### src/rtl/kf8237_dma_page_and_address_latch.sv
// KF8237 companion: XT page registers, A15:A8 latch and
// DMA service-window tracking for the 20-bit memory address.
module kf8237_dma_page_and_address_latch #(
  parameter bit DACK_ACTIVE_LOW = 1'b1,
  parameter bit PAGE_READABLE   = 1'b1
) (
  input  logic        clock,
  input  logic        reset,
  input  logic        chip_select_n,
  input  logic        io_write_n,
  input  logic        io_read_n,
  input  logic [1:0]  address_in,
  input  logic [7:0]  data_bus_in,
  output logic [7:0]  data_bus_out,
  input  logic [7:0]  dma_data_bus,
  input  logic        output_highst_address,
  input  logic        address_strobe,
  input  logic        address_enable,
  input  logic [3:0]  dma_acknowledge,
  input  logic [7:0]  dma_address_low,
  output logic [19:0] dma_address,
  output logic        dma_address_valid,
  output logic [1:0]  active_channel,
  output logic        write_collision
);

  typedef enum logic [1:0] {
    S_IDLE,
    S_WAIT,
    S_ACTIVE
  } state_t;

  state_t      r_state;
  state_t      w_state_nx;
  logic        w_capture;

  logic [3:0]  r_page [4];
  logic [3:0]  r_page_q;
  logic [7:0]  r_hi;
  logic [1:0]  r_act_ch;

  logic        r_wr_pend;
  logic [3:0]  r_wr_data;
  logic [1:0]  r_wr_idx;

  logic        w_wr_low;
  logic        w_commit;
  logic [3:0]  w_dack;
  logic [1:0]  w_dack_ch;
  logic [1:0]  w_dack_idx;
  logic [1:0]  w_act_idx;
  logic        w_hit_active;
  logic        w_hit_capture;
  logic        w_unused_hi;

  // XT wiring: idx0=ch0, idx1=ch2, idx2=ch3, idx3=ch1
  function automatic logic [1:0] ch_to_idx(
    input logic [1:0] ch
  );
    logic [1:0] idx;
    case (ch)
      2'd0:    idx = 2'd0;
      2'd1:    idx = 2'd3;
      2'd2:    idx = 2'd1;
      default: idx = 2'd2;
    endcase
    return idx;
  endfunction

  assign w_unused_hi = ^data_bus_in[7:4];

  assign w_wr_low = ~chip_select_n & ~io_write_n;
  // commit is keyed only on the strobe rising, so
  // dropping chip select in that cycle still commits once
  assign w_commit = r_wr_pend & io_write_n & ~reset;

  assign w_dack = DACK_ACTIVE_LOW ? ~dma_acknowledge
                                  : dma_acknowledge;

  // lowest acknowledged channel wins
  always_comb begin
    w_dack_ch = 2'd0;
    priority case (1'b1)
      w_dack[0]: w_dack_ch = 2'd0;
      w_dack[1]: w_dack_ch = 2'd1;
      w_dack[2]: w_dack_ch = 2'd2;
      w_dack[3]: w_dack_ch = 2'd3;
      default:   w_dack_ch = 2'd0;
    endcase
  end

  assign w_dack_idx = ch_to_idx(w_dack_ch);
  assign w_act_idx  = ch_to_idx(r_act_ch);

  // sample CPU write data while the strobe is low
  always_ff @(posedge clock) begin
    if (reset) begin
      r_wr_pend <= 1'b0;
      r_wr_data <= 4'h0;
      r_wr_idx  <= 2'd0;
    end else if (w_wr_low) begin
      r_wr_pend <= 1'b1;
      r_wr_data <= data_bus_in[3:0];
      r_wr_idx  <= address_in;
    end else if (w_commit) begin
      r_wr_pend <= 1'b0;
    end
  end

  // page register file, updated on strobe release
  always_ff @(posedge clock) begin
    if (reset) begin
      for (int i = 0; i < 4; i++) begin
        r_page[i] <= 4'h0;
      end
    end else if (w_commit) begin
      r_page[r_wr_idx] <= r_wr_data;
    end
  end

  // CPU read-back of the addressed page register
  always_comb begin
    data_bus_out = 8'h00;
    if (PAGE_READABLE && !chip_select_n && !io_read_n) begin
      data_bus_out = {4'h0, r_page[address_in]};
    end
  end

  // A15:A8 latch, loaded whenever the 8237 strobes it
  always_ff @(posedge clock) begin
    if (reset) begin
      r_hi <= 8'h00;
    end else if (address_strobe && output_highst_address) begin
      r_hi <= dma_data_bus;
    end
  end

  // window FSM: state register
  always_ff @(posedge clock) begin
    if (reset) begin
      r_state <= S_IDLE;
    end else begin
      r_state <= w_state_nx;
    end
  end

  // window FSM: next state and capture strobe
  always_comb begin
    w_state_nx = r_state;
    w_capture  = 1'b0;
    case (r_state)
      S_IDLE: begin
        if (address_enable) begin
          w_state_nx = S_WAIT;
        end
      end
      S_WAIT: begin
        if (w_dack != 4'h0) begin
          w_state_nx = S_ACTIVE;
          w_capture  = 1'b1;
        end else if (!address_enable) begin
          w_state_nx = S_IDLE;
        end
      end
      S_ACTIVE: begin
        if (!address_enable) begin
          w_state_nx = S_IDLE;
        end
      end
      default: w_state_nx = S_IDLE;
    endcase
  end

  // snapshot channel and page on entry to a window;
  // the page read sees the pre-commit value
  always_ff @(posedge clock) begin
    if (reset) begin
      r_act_ch <= 2'd0;
      r_page_q <= 4'h0;
    end else if (w_capture) begin
      r_act_ch <= w_dack_ch;
      r_page_q <= r_page[w_dack_idx];
    end
  end

  assign w_hit_active  = (r_state == S_ACTIVE) &&
                         (r_wr_idx == w_act_idx);
  assign w_hit_capture = w_capture &&
                         (r_wr_idx == w_dack_idx);

  assign write_collision = w_commit &
                           (w_hit_active | w_hit_capture);

  assign dma_address       = {r_page_q, r_hi, dma_address_low};
  assign dma_address_valid = (r_state == S_ACTIVE);
  assign active_channel    = r_act_ch;

endmodule

### config.mk
export PLATFORM = sky130hd
export DESIGN_NAME = kf8237_dma_page_and_address_latch
export DESIGN_NICKNAME = d
export VERILOG_FILES = /design/src/rtl/kf8237_dma_page_and_address_latch.sv
export SDC_FILE = /design/constraint.sdc
export NUM_CORES = 1
export LEC_CHECK = 0
export ABC_AREA = 1
export BUFFER_PORTS_ARGS = -buffer_cell sky130_fd_sc_hd__buf_2
export CORE_MARGIN = 4
export CORE_UTILIZATION = 37
export DETAILED_ROUTE_END_ITERATION = 10
export RECOVER_POWER = 100
export SYNTH_ARGS = -nofsm -noshare
export SYNTH_HDL_FRONTEND = slang
export SYNTH_SLANG_ARGS = --single-unit
export TNS_END_PERCENT = 5
### constraint.sdc
create_clock -name clock -period 1.9 [get_ports clock]
set_input_delay 0 -clock clock [delete_from_list [all_inputs] [get_ports clock]]
set_output_delay 0 -clock clock [all_outputs]
set_load 0.005 [all_outputs]
==> summary.txt, run 1 <==
Seq. cell area: 940.9 um^2
synthesized area: 1937 um^2
Synth area leaders: edfxtp_1 (25%), dfxtp_1 (24%), nor2_1 (11%)
routed via count: 1655
post-synthesis cell type count: 22
Syn Area/Cell: 7.810 um^2
Hold WC Path Type: input port to primary output
Async S/R FF share, synth: 0
Post-Route WL: 4.155 mm
GRT Total Usage: 0.1406
Cell Pwr Density: 740.7 nW/um^2
CTS Buf Count: 5
antenna violations before repair: 0
worst-path maximum fanout: 8
Crit path top cell by count: inv_1
r2r startpoint: r_state[1]$_SDFFE_PP0P_
overflow left after global routing: 0
CP startpoint: r_state[1]$_SDFFE_PP0P_
crit path time final: 1655 ps
GP Congestion: 0.8341
clock skew: 1.836 ps
multi-input logic area: 772.0 um^2
Worst path slowest cell: dlygate4sd3_1
Fmax achieved: 604.2 MHz
Max Root-Sink Buffers: 2
Synth area leader: edfxtp_1
ANT nets after route: 0
P_leak: 1.024 nW
CP peak stage delay: 550 ps
final hold violations: 0
Setup TNS Final: 0 ps
Yosys reg bits: 39
pin count of the biggest net entering global routing: 24
TritonCTS Sinks: 39
IO Port Bufs: 45
Worst Hold Margin: 0.002250 ps
period utilisation layout: 0.8711
CP bufs+invs: 3
WL/cell: 11.08 um
Critical Path RT: 2130 ps
Initial Util: 0.3817
worst r2r path cells: 6
setup violators final: 0
total core area: 5075 um^2
CP endpoint: r_state[1]$_SDFFE_PP0P_
Worst-path clk slew: 70 ps
Antenna Cells: 0
first-pass GRT wire length: 7.210 mm
Critical Path Start Type: flop
R2R setup slack: 240 ps
Core Util, Final: 0.4645
DIE WIDTH: 80.35 um
Yosys Warn Count: 0
status: finished clean
initial DRC count: 104
io pins: 70
hold buffers post-CTS: 15
FF-to-FF End: r_state[1]$_SDFFE_PP0P_
Die H: 80.35 um
post-cts resize count: 0
worst-path cell chain: inv_1 -> nand2_1 -> nor2_2 -> inv_1 -> a21oi_1 -> dlygate4sd3_1
CTS H-tree lvls: 2
top-area cell type share of the netlist area: 0.2481
hpwl dp: 3.141 mm
max-slew violation count: 0
worst path arrival time: 1880 ps
vias in the first global route: 1617
filler cell count: 532
commonest cells in the synthesized netlist: nor2_1 (57), nand2_1 (34), o21ai_0 (33), inv_1 (26), dfxtp_1 (23)
Top FF cell, synth: dfxtp_1
Worst VDD drop: 0.4671 mV
Max-Cap Viols: 0
Post-synth EDFFs: 16
TritonRoute pass-1 iters: 4
# DRC: 0
RSZ-0062 raised after global routing: false
Vias/cell: 4.413
sequential share of the synthesized area: 0.4858
share of cells above drive strength 1: 0.1311
count leader, synth: nor2_1
Layout area overhead: 21.71%
Levels on crit path: 6
CP endpoint kind: flop
# rows: 26
clock latency on the worst-skew pair: 280 ps
Die ar.: 6456 um^2
Post-Syn Instances: 248
CTS tree: yes
Nets: 346
Clock Tree Root: clkbuf_8
cell family with most CP delay: buffers and inverters
critical path type: flop to flop
setup bufs post-CTS: 0
-- state kept, by name, summed over array words and instances (netlist names) --
register,cells
r_page,16
r_page_q,4
r_wr_pend,1
active_channel,2
r_wr_idx,2
r_state,2
r_wr_data,4
r_hi,8
-- final cells by class --
class,instances,share of cell area
well taps,70,0.03716
flip-flops and latches,39,0.3992
inverters,28,0.04459
clock inverters,2,0.005308
clock buffers,6,0.03079
repair buffers,62,0.1555
multi-input cells,168,0.3275
-- cells by family (layout without fill, tap and decap cells) --
family / after synthesis / count (layout) / synth area share
and+or+nand+nor: 98 / 98 / 0.2028
DFF: 39 / 39 / 0.4858
xor gates and xnor gates: 1 / 1 / 0.004523
other: 1 / 4 / 0.001936
buffers and inverters: 44 / 98 / 0.1137
AOI/OAI and AO/OA: 61 / 61 / 0.1654
adders and majority gates: 4 / 4 / 0.02584
-- layout by cell type, fill, tap and decap left out, types with 3 or more instances in the layout --
cell type / instances
buf_2: 28
dfxtp_1: 23
inv_1: 26
clkbuf_8: 5
nand3_1: 3
a21oi_1: 22
clkbuf_1: 18
ha_1: 4
nor2_1: 58
o211ai_1: 5
dlygate4sd3_1: 15
o21ai_0: 33
conb_1: 4
nand2_1: 34
edfxtp_1: 16
-- where the power goes --
group / leakage [nW] / internal [W] / switching [W]
logic: 0.628 / 0.000113 / 0.000154
clock network: 0.0412 / 0.000256 / 0.000278
registers: 0.355 / 0.000919 / 0.0000254
total: 1.02 / 0.00129 / 0.000458
-- per-layer routing --
layer / share of wire / vias to the layer above / global-route usage / routed length (um)
li1: - / 899 / - / -
met1: 0.46 / 709 / 0.1773 / 1918
met2: 0.47 / 45 / 0.2343 / 1934
met3: 0.071 / 2 / 0.04372 / 293
met4: 0.0022 / 0 / 0.03209 / 9
met5: 0 / - / 0 / 0
-- stage by stage --
step	power [W]	cells	area (um^2)	worst slack (ps)
final	0.001746	375	2357	245.0
after global routing	0.001859	375	2357	54.99
after CTS	0.001781	375	2396	229.6
after detailed placement	0.001217	352	2161	277.4
after global placement	0.001214	352	2161	312.2
after floorplan	0.001143	251	1948	580.5
-- worst reg2reg max path: cells and delay by family (launching register included) --
family,cells,cell delay [ps]
AOI/OAI and AO/OA,1,150
and+or+nand+nor,2,320
DFF,1,300
buffers and inverters,3,820
-- worst min-delay path by stage --
stage	start	to	slack (ps)	depth (start not counted)
after global routing	dma_address_low[7]	dma_address[7]	0.02	0
after global placement	dma_address_low[0]	dma_address[0]	0.03	0
final	dma_address_low[7]	dma_address[7]	0.002	0
after CTS	dma_address_low[0]	dma_address[0]	0.03	0
after detailed placement	dma_address_low[0]	dma_address[0]	0.03	0
after floorplan	reset	r_state[1]$_SDFFE_PP0P_	70	1
No activity file was read; power rests on OpenSTA's default activity.
==> run 2, diff against run 1 <==
--- a/config.mk
+++ b/config.mk
@@ -7,10 +7,11 @@
 export LEC_CHECK = 0
 export ABC_AREA = 1
 export BUFFER_PORTS_ARGS = -buffer_cell sky130_fd_sc_hd__buf_2
-export CORE_MARGIN = 4
+export CORE_MARGIN = 2
 export CORE_UTILIZATION = 37
 export DETAILED_ROUTE_END_ITERATION = 10
 export RECOVER_POWER = 100
+export REMOVE_ABC_BUFFERS = 1
 export SYNTH_ARGS = -nofsm -noshare
 export SYNTH_HDL_FRONTEND = slang
 export SYNTH_SLANG_ARGS = --single-unit
==> run 2 against run 1 <==
  * Utilization is 0.64 points higher
  * Non-clock buffer count shrank 2
  * Sequential share of layout area down 0.54 points
  * Die area down 9.7%
  * Global-route usage grew 1.4 points
  * Via count is 3.8% higher
  * Combinational power about the same
  * Sequential power hardly changed
  * Design area increased by 1.4%
  * Critical endpoint unchanged
==> summary.txt, run 2 (synthesized netlist as in run 1, its figures left out) <==
TritonRoute pass-1 iters: 4 (unchanged)
status: finished clean (unchanged)
total core area: 5075 um^2 (unchanged)
top flop regs: r_page: 16 flops, r_hi: 8 flops (unchanged)
DIE WIDTH: 76.35 um (was 80.35 um)
CTS tree: yes (unchanged)
CTS H-tree lvls: 2 (unchanged)
Cell Pwr Density: 791.4 nW/um^2 (was 740.7 nW/um^2)
cell family with most CP delay: buffers and inverters (unchanged)
worst-path maximum fanout: 8 (unchanged)
R2R setup slack: 250 ps (was 240 ps)
Worst-path clk slew: 80 ps (was 70 ps)
Slew HR: 0.6430
CP peak stage delay: 540 ps (was 550 ps)
Antenna Cells: 0 (unchanged)
# DRC: 0 (unchanged)
Die H: 76.35 um (was 80.35 um)
max reg flops: 16 (unchanged)
Post-Route WL: 4.264 mm (was 4.155 mm)
CP bufs+invs: 3 (unchanged)
Initial Util: 0.3817 (unchanged)
ANT nets after route: 0 (unchanged)
TritonCTS Sinks: 39 (unchanged)
P_leak: 1.073 nW (was 1.024 nW)
Die ar.: 5829 um^2 (was 6456 um^2)
Layout area overhead: 23.38% (was 21.71%)
total design power: 0.001891 W (was 0.001746 W)
GP Congestion: 0.7550 (was 0.8341)
post-cts resize count: 0 (unchanged)
setup violators final: 0 (unchanged)
Setup TNS Final: 0 ps (unchanged)
antenna violations before repair: 0 (unchanged)
Clock Tree Root: clkbuf_8 (unchanged)
commonest cells after routing, fill and taps aside: nor2_1 (58), buf_2 (36), nand2_1 (34) (was nor2_1 (58), nand2_1 (34), o21ai_0 (33))
GRT Total Usage: 0.1542 (was 0.1406)
Top reg by flops: r_page (unchanged)
Nets: 344 (was 346)
WL/cell: 11.43 um (was 11.08 um)
worst path arrival time: 1890 ps (was 1880 ps)
Hold WC Path Type: input port to primary output (unchanged)
# rows: 26 (unchanged)
CTS Buf Count: 5 (unchanged)
RSZ-0062 raised after global routing: false (unchanged)
Seq. cell area: 940.9 um^2 (unchanged)
commonest non-fill, non-tap cell in the layout: nor2_1 (unchanged)
routed via count: 1718 (was 1655)
Fmax achieved: 605.1 MHz (was 604.2 MHz)
pin count of the biggest net entering global routing: 24 (unchanged)
initial DRC count: 88 (was 104)
multi-input logic area: 784.5 um^2 (was 772.0 um^2)
Vias/cell: 4.606 (was 4.413)
final hold violations: 0 (unchanged)
Max-Cap Viols: 0 (unchanged)
worst-path cell chain: inv_1 -> nand2_1 -> nor2_2 -> inv_1 -> a21oi_1 -> dlygate4sd3_1 (unchanged)
Worst path slowest cell: dlygate4sd3_1 (unchanged)
Core Util, Final: 0.4709 (was 0.4645)
crit path time final: 1653 ps (was 1655 ps)
share of cells above drive strength 1: 0.1650 (was 0.1311)
first-pass GRT wire length: 7.217 mm (was 7.210 mm)
Final Cell Area: 2390 um^2 (was 2357 um^2)
io pins: 70 (unchanged)
Critical Path Start Type: flop (unchanged)
Critical Path RT: 2140 ps (was 2130 ps)
hpwl dp: 3.077 mm (was 3.141 mm)
vias in the first global route: 1668 (was 1617)
period utilisation layout: 0.8698 (was 0.8711)
overflow left after global routing: 0 (unchanged)
filler cell count: 541 (was 532)
clock skew: 8.032 ps (was 1.836 ps)
max-slew violation count: 0 (unchanged)
clock latency on the worst-skew pair: 290 ps (was 280 ps)
CP endpoint kind: flop (unchanged)
Crit path top cell by count: inv_1 (unchanged)
placed cell area: 2153 um^2 (was 2161 um^2)
IO Port Bufs: 45 (unchanged)
Worst VDD drop: 0.4291 mV (was 0.4671 mV)
Worst-Margin Slew: 531.4 ps
Max Root-Sink Buffers: 2 (unchanged)
critical path type: flop to flop (unchanged)
==> run 2: per-stage QoR <==
stage | hold slack, ps | setup slack [ps] | cells
detailed placement | 0.06492 | 302.3 | 351
CTS | 0.06492 | 206.4 | 373
floorplan | 0 | 592.3 | 235
global placement | 0.06492 | 329.6 | 351
global route | 0.04375 | 83.60 | 373
finish | 0.04919 | 247.3 | 373
==> run 2: timing repair <==
action / in CTS / in global routing
hold endpoints to repair: 14 / 0
hold buffers: 14 / 0
setup endpoints to repair: 0 / 0
buffers inserted: 0 / 0
==> run 2: area by class of cell <==
cell class	instances	share of cell area
clock inverters	3	0.01623
well taps	70	0.03665
repair buffers	60	0.1524
inverters	28	0.04398
clock buffers	5	0.02880
multi-input cells	168	0.3283
flip-flops and latches	39	0.3937
==> run 2: routing by layer <==
metal	vias to the layer above	track usage	part of all wire
met3	7	0.05332	0.058
met2	55	0.2788	0.49
li1	897	-	-
met4	0	0.04909	0.013
met1	759	0.1685	0.44
met5	-	0	0
==> run 2: power breakdown <==
| part | internal (W) | total, W | leakage [nW] | switching (W) |
|---|---|---|---|---|
| sequential | 0.000919 | 0.000945 | 0.355 | 0.0000258 |
| combinational | 0.000114 | 0.000269 | 0.662 | 0.000154 |
| clock | 0.000385 | 0.000678 | 0.0556 | 0.000293 |
| total | 0.00142 | 0.00189 | 1.07 | 0.000473 |
==> run 2: path summary, 6_finish.rpt <==
check	startpoint	depth (start not counted)	endpoint
worst max-delay path	r_state[1]$_SDFFE_PP0P_	6	r_state[1]$_SDFFE_PP0P_
worst min-delay path	dma_address_low[0]	0	dma_address[0]
worst max register to register	r_state[1]$_SDFFE_PP0P_	6	r_state[1]$_SDFFE_PP0P_
worst min register to register	r_hi[3]$_SDFFE_PP0P_	2	r_hi[3]$_SDFFE_PP0P_
==> run 3, diff against run 2 <==
--- a/config.mk
+++ b/config.mk
@@ -9,6 +9,7 @@
 export BUFFER_PORTS_ARGS = -buffer_cell sky130_fd_sc_hd__buf_2
 export CORE_MARGIN = 2
 export CORE_UTILIZATION = 37
+export CTS_BUF_LIST = sky130_fd_sc_hd__clkbuf_2
 export DETAILED_ROUTE_END_ITERATION = 10
 export RECOVER_POWER = 100
 export REMOVE_ABC_BUFFERS = 1
==> run 3 against run 2 <==
  * Non-clock buffer count is 6 higher
  * Combinational power is 3% higher
  * Maximum frequency is 5.1% lower
  * Design area is 0.52% higher
==> summary.txt, run 3 (synthesized netlist as in run 1, its figures left out) <==
status: finished clean (unchanged)
Max-Cap Viols: 0 (unchanged)
max reg flops: 16 (unchanged)
share of cells above drive strength 1: 0.1586 (was 0.1650)
GP Congestion: 0.7550 (unchanged)
Critical Path RT: 1900 ps (was 2140 ps)
clock latency on the worst-skew pair: 390 ps (was 290 ps)
total design power: 0.001719 W (was 0.001891 W)
Hold WC Path Type: input port to primary output (unchanged)
worst path arrival time: 1740 ps (was 1890 ps)
commonest non-fill, non-tap cell in the layout: nor2_1 (unchanged)
top flop regs: r_page: 16 flops, r_hi: 8 flops (unchanged)
Reg power frac: 0.550 (was 0.500)
hpwl dp: 3.077 mm (unchanged)
io pins: 70 (unchanged)
cell internal pwr: 0.001259 W (was 0.001418 W)
period utilisation layout: 0.9163 (was 0.8698)
max-slew violation count: 0 (unchanged)
vias in the first global route: 1680 (was 1668)
Cell Pwr Density: 715.5 nW/um^2 (was 791.4 nW/um^2)
TritonRoute pass-1 iters: 4 (unchanged)
worst r2r path cells: 6 (unchanged)
Vias/cell: 4.609 (was 4.606)
Nets: 350 (was 344)
Switching Power: 0.0004601 W (was 0.0004733 W)
Core Util, Final: 0.4734 (was 0.4709)
Die ar.: 5829 um^2 (unchanged)
CTS H-tree lvls: 2 (unchanged)
antenna violations before repair: 0 (unchanged)
setup bufs post-CTS: 0 (unchanged)
first-pass GRT wire length: 7.362 mm (was 7.217 mm)
Die H: 76.35 um (unchanged)
hold depth: 0 (unchanged)
Antenna Cells: 0 (unchanged)
CP startpoint: active_channel[1]$_SDFFE_PP0P_ (was r_state[1]$_SDFFE_PP0P_)
total core area: 5075 um^2 (unchanged)
final hold violations: 0 (unchanged)
crit path time final: 1741 ps (was 1653 ps)
CP endpoint kind: primary output (was flop)
DIE WIDTH: 76.35 um (unchanged)
Switching Share: 0.2677 (was 0.2502)
RSZ-0062 raised after global routing: false (unchanged)
Worst-Margin Slew: 918.9 ps (was 531.4 ps)
Slew HR: 0.3874 (was 0.6430)
hold wc startpoint: dma_address_low[0] (unchanged)
P_leak: 1.082 nW (was 1.073 nW)
GRT Total Usage: 0.1575 (was 0.1542)
Max Root-Sink Buffers: 2 (unchanged)
Worst VDD drop: 0.3263 mV (was 0.4291 mV)
r2r startpoint: r_state[1]$_SDFFE_PP0P_ (unchanged)
critical path type: flop to primary output (was flop to flop)
overflow left after global routing: 0 (unchanged)
Critical Path Start Type: flop (unchanged)
Initial Util: 0.3817 (unchanged)
# DRC: 0 (unchanged)
Worst-path clk slew: 210 ps (was 80 ps)
initial DRC count: 106 (was 88)
routed via count: 1747 (was 1718)
TritonCTS Sinks: 39 (unchanged)
WL/cell: 11.50 um (was 11.43 um)
pin count of the biggest net entering global routing: 24 (unchanged)
IO Port Bufs: 45 (unchanged)
final worst slack: 159.0 ps (was 247.3 ps)
CTS tree: yes (unchanged)
CTS Buf Count: 5 (unchanged)
clock skew: 13.64 ps (was 8.032 ps)
Layout area overhead: 24.03% (was 23.38%)
Top reg by flops: r_page (unchanged)
DP Worst Slack: 302.3 ps (unchanged)
ANT nets after route: 0 (unchanged)
commonest cells after routing, fill and taps aside: nor2_1 (58), buf_2 (36), nand2_1 (34) (unchanged)
worst-path maximum fanout: 4 (was 8)
Setup TNS Final: 0 ps (unchanged)
Fmax achieved: 574.4 MHz (was 605.1 MHz)
# rows: 26 (unchanged)
setup violators final: 0 (unchanged)
Comb power frac: 0.162 (was 0.142)
Clock Tree Root: clkbuf_2 (was clkbuf_8)
Post-Route WL: 4.358 mm (was 4.264 mm)
Worst Hold Margin: 0.04919 ps (unchanged)
Clock Power Share: 0.288 (was 0.358)
==> run 3: cell count changes in the layout (fill, tap and decap cells not counted) <==
cell,change
buf_4,-1
clkbuf_1,+1
dlygate4sd3_1,+6
clkbuf_2,+5
clkbuf_8,-5
==> run 3: per-stage QoR <==
step                cell area (um^2)  instances
floorplan                       1833        235
global placement                2153        351
detailed placement              2153        351
CTS                             2417        379
global route                    2402        379
finish                          2402        379
==> run 3: timing repair <==
item / 4_1_cts / 5_1_grt
hold endpoints to repair: 18 / 0
hold buffers: 20 / 0
gates resized for setup: 0 / 0
==> run 3: worst max-delay path: stages, from the launching register on <==
cell,delay [ps]
dfxtp_1,420
inv_1,60
ha_1,290
nand2_1,70
nand2_1,50
nor2_1,90
nand2_1,60
a21oi_1,180
clkbuf_1,140
==> run 3: power by group through the flow <==
stage	clock network [W]	registers [W]	logic (W)
4_1_cts	0.000511	0.000946	0.000283
6_report	0.000494	0.000946	0.000278
3_5_place_dp	0	0.000964	0.000251
5_1_grt	0.000551	0.000954	0.000322
3_3_place_gp	0	0.000963	0.000248
2_1_floorplan	0	0.000962	0.000155
==> run 3: cell type report <==
| type | count | area, um^2 |
|---|---|---|
| Timing Repair Buffer | 66 | 420.4 |
| Clock inverter | 3 | 38.79 |
| Clock buffer | 5 | 25.02 |
| Sequential cell | 39 | 940.9 |
| Multi-Input combinational cell | 168 | 784.5 |
| Tap cell | 70 | 87.58 |
| Fill cell | 540 | 2673 |
| Inverter | 28 | 105.1 |
==> run 3: path summary, 6_finish.rpt <==
kind,slack [ps],endpoint
min reg2reg,500,r_hi[2]$_SDFFE_PP0P_
max,160,write_collision
max reg2reg,220,r_state[1]$_SDFFE_PP0P_
min,0.05,dma_address[0]
==> run 3: layer usage <==
layer | vias up | share of wire | GRT usage
li1 | 911 | - | -
met2 | 57 | 0.49 | 0.2814
met3 | 2 | 0.056 | 0.05924
met5 | - | 0 | 0
met4 | 0 | 0.0039 | 0.04364
met1 | 777 | 0.45 | 0.1746
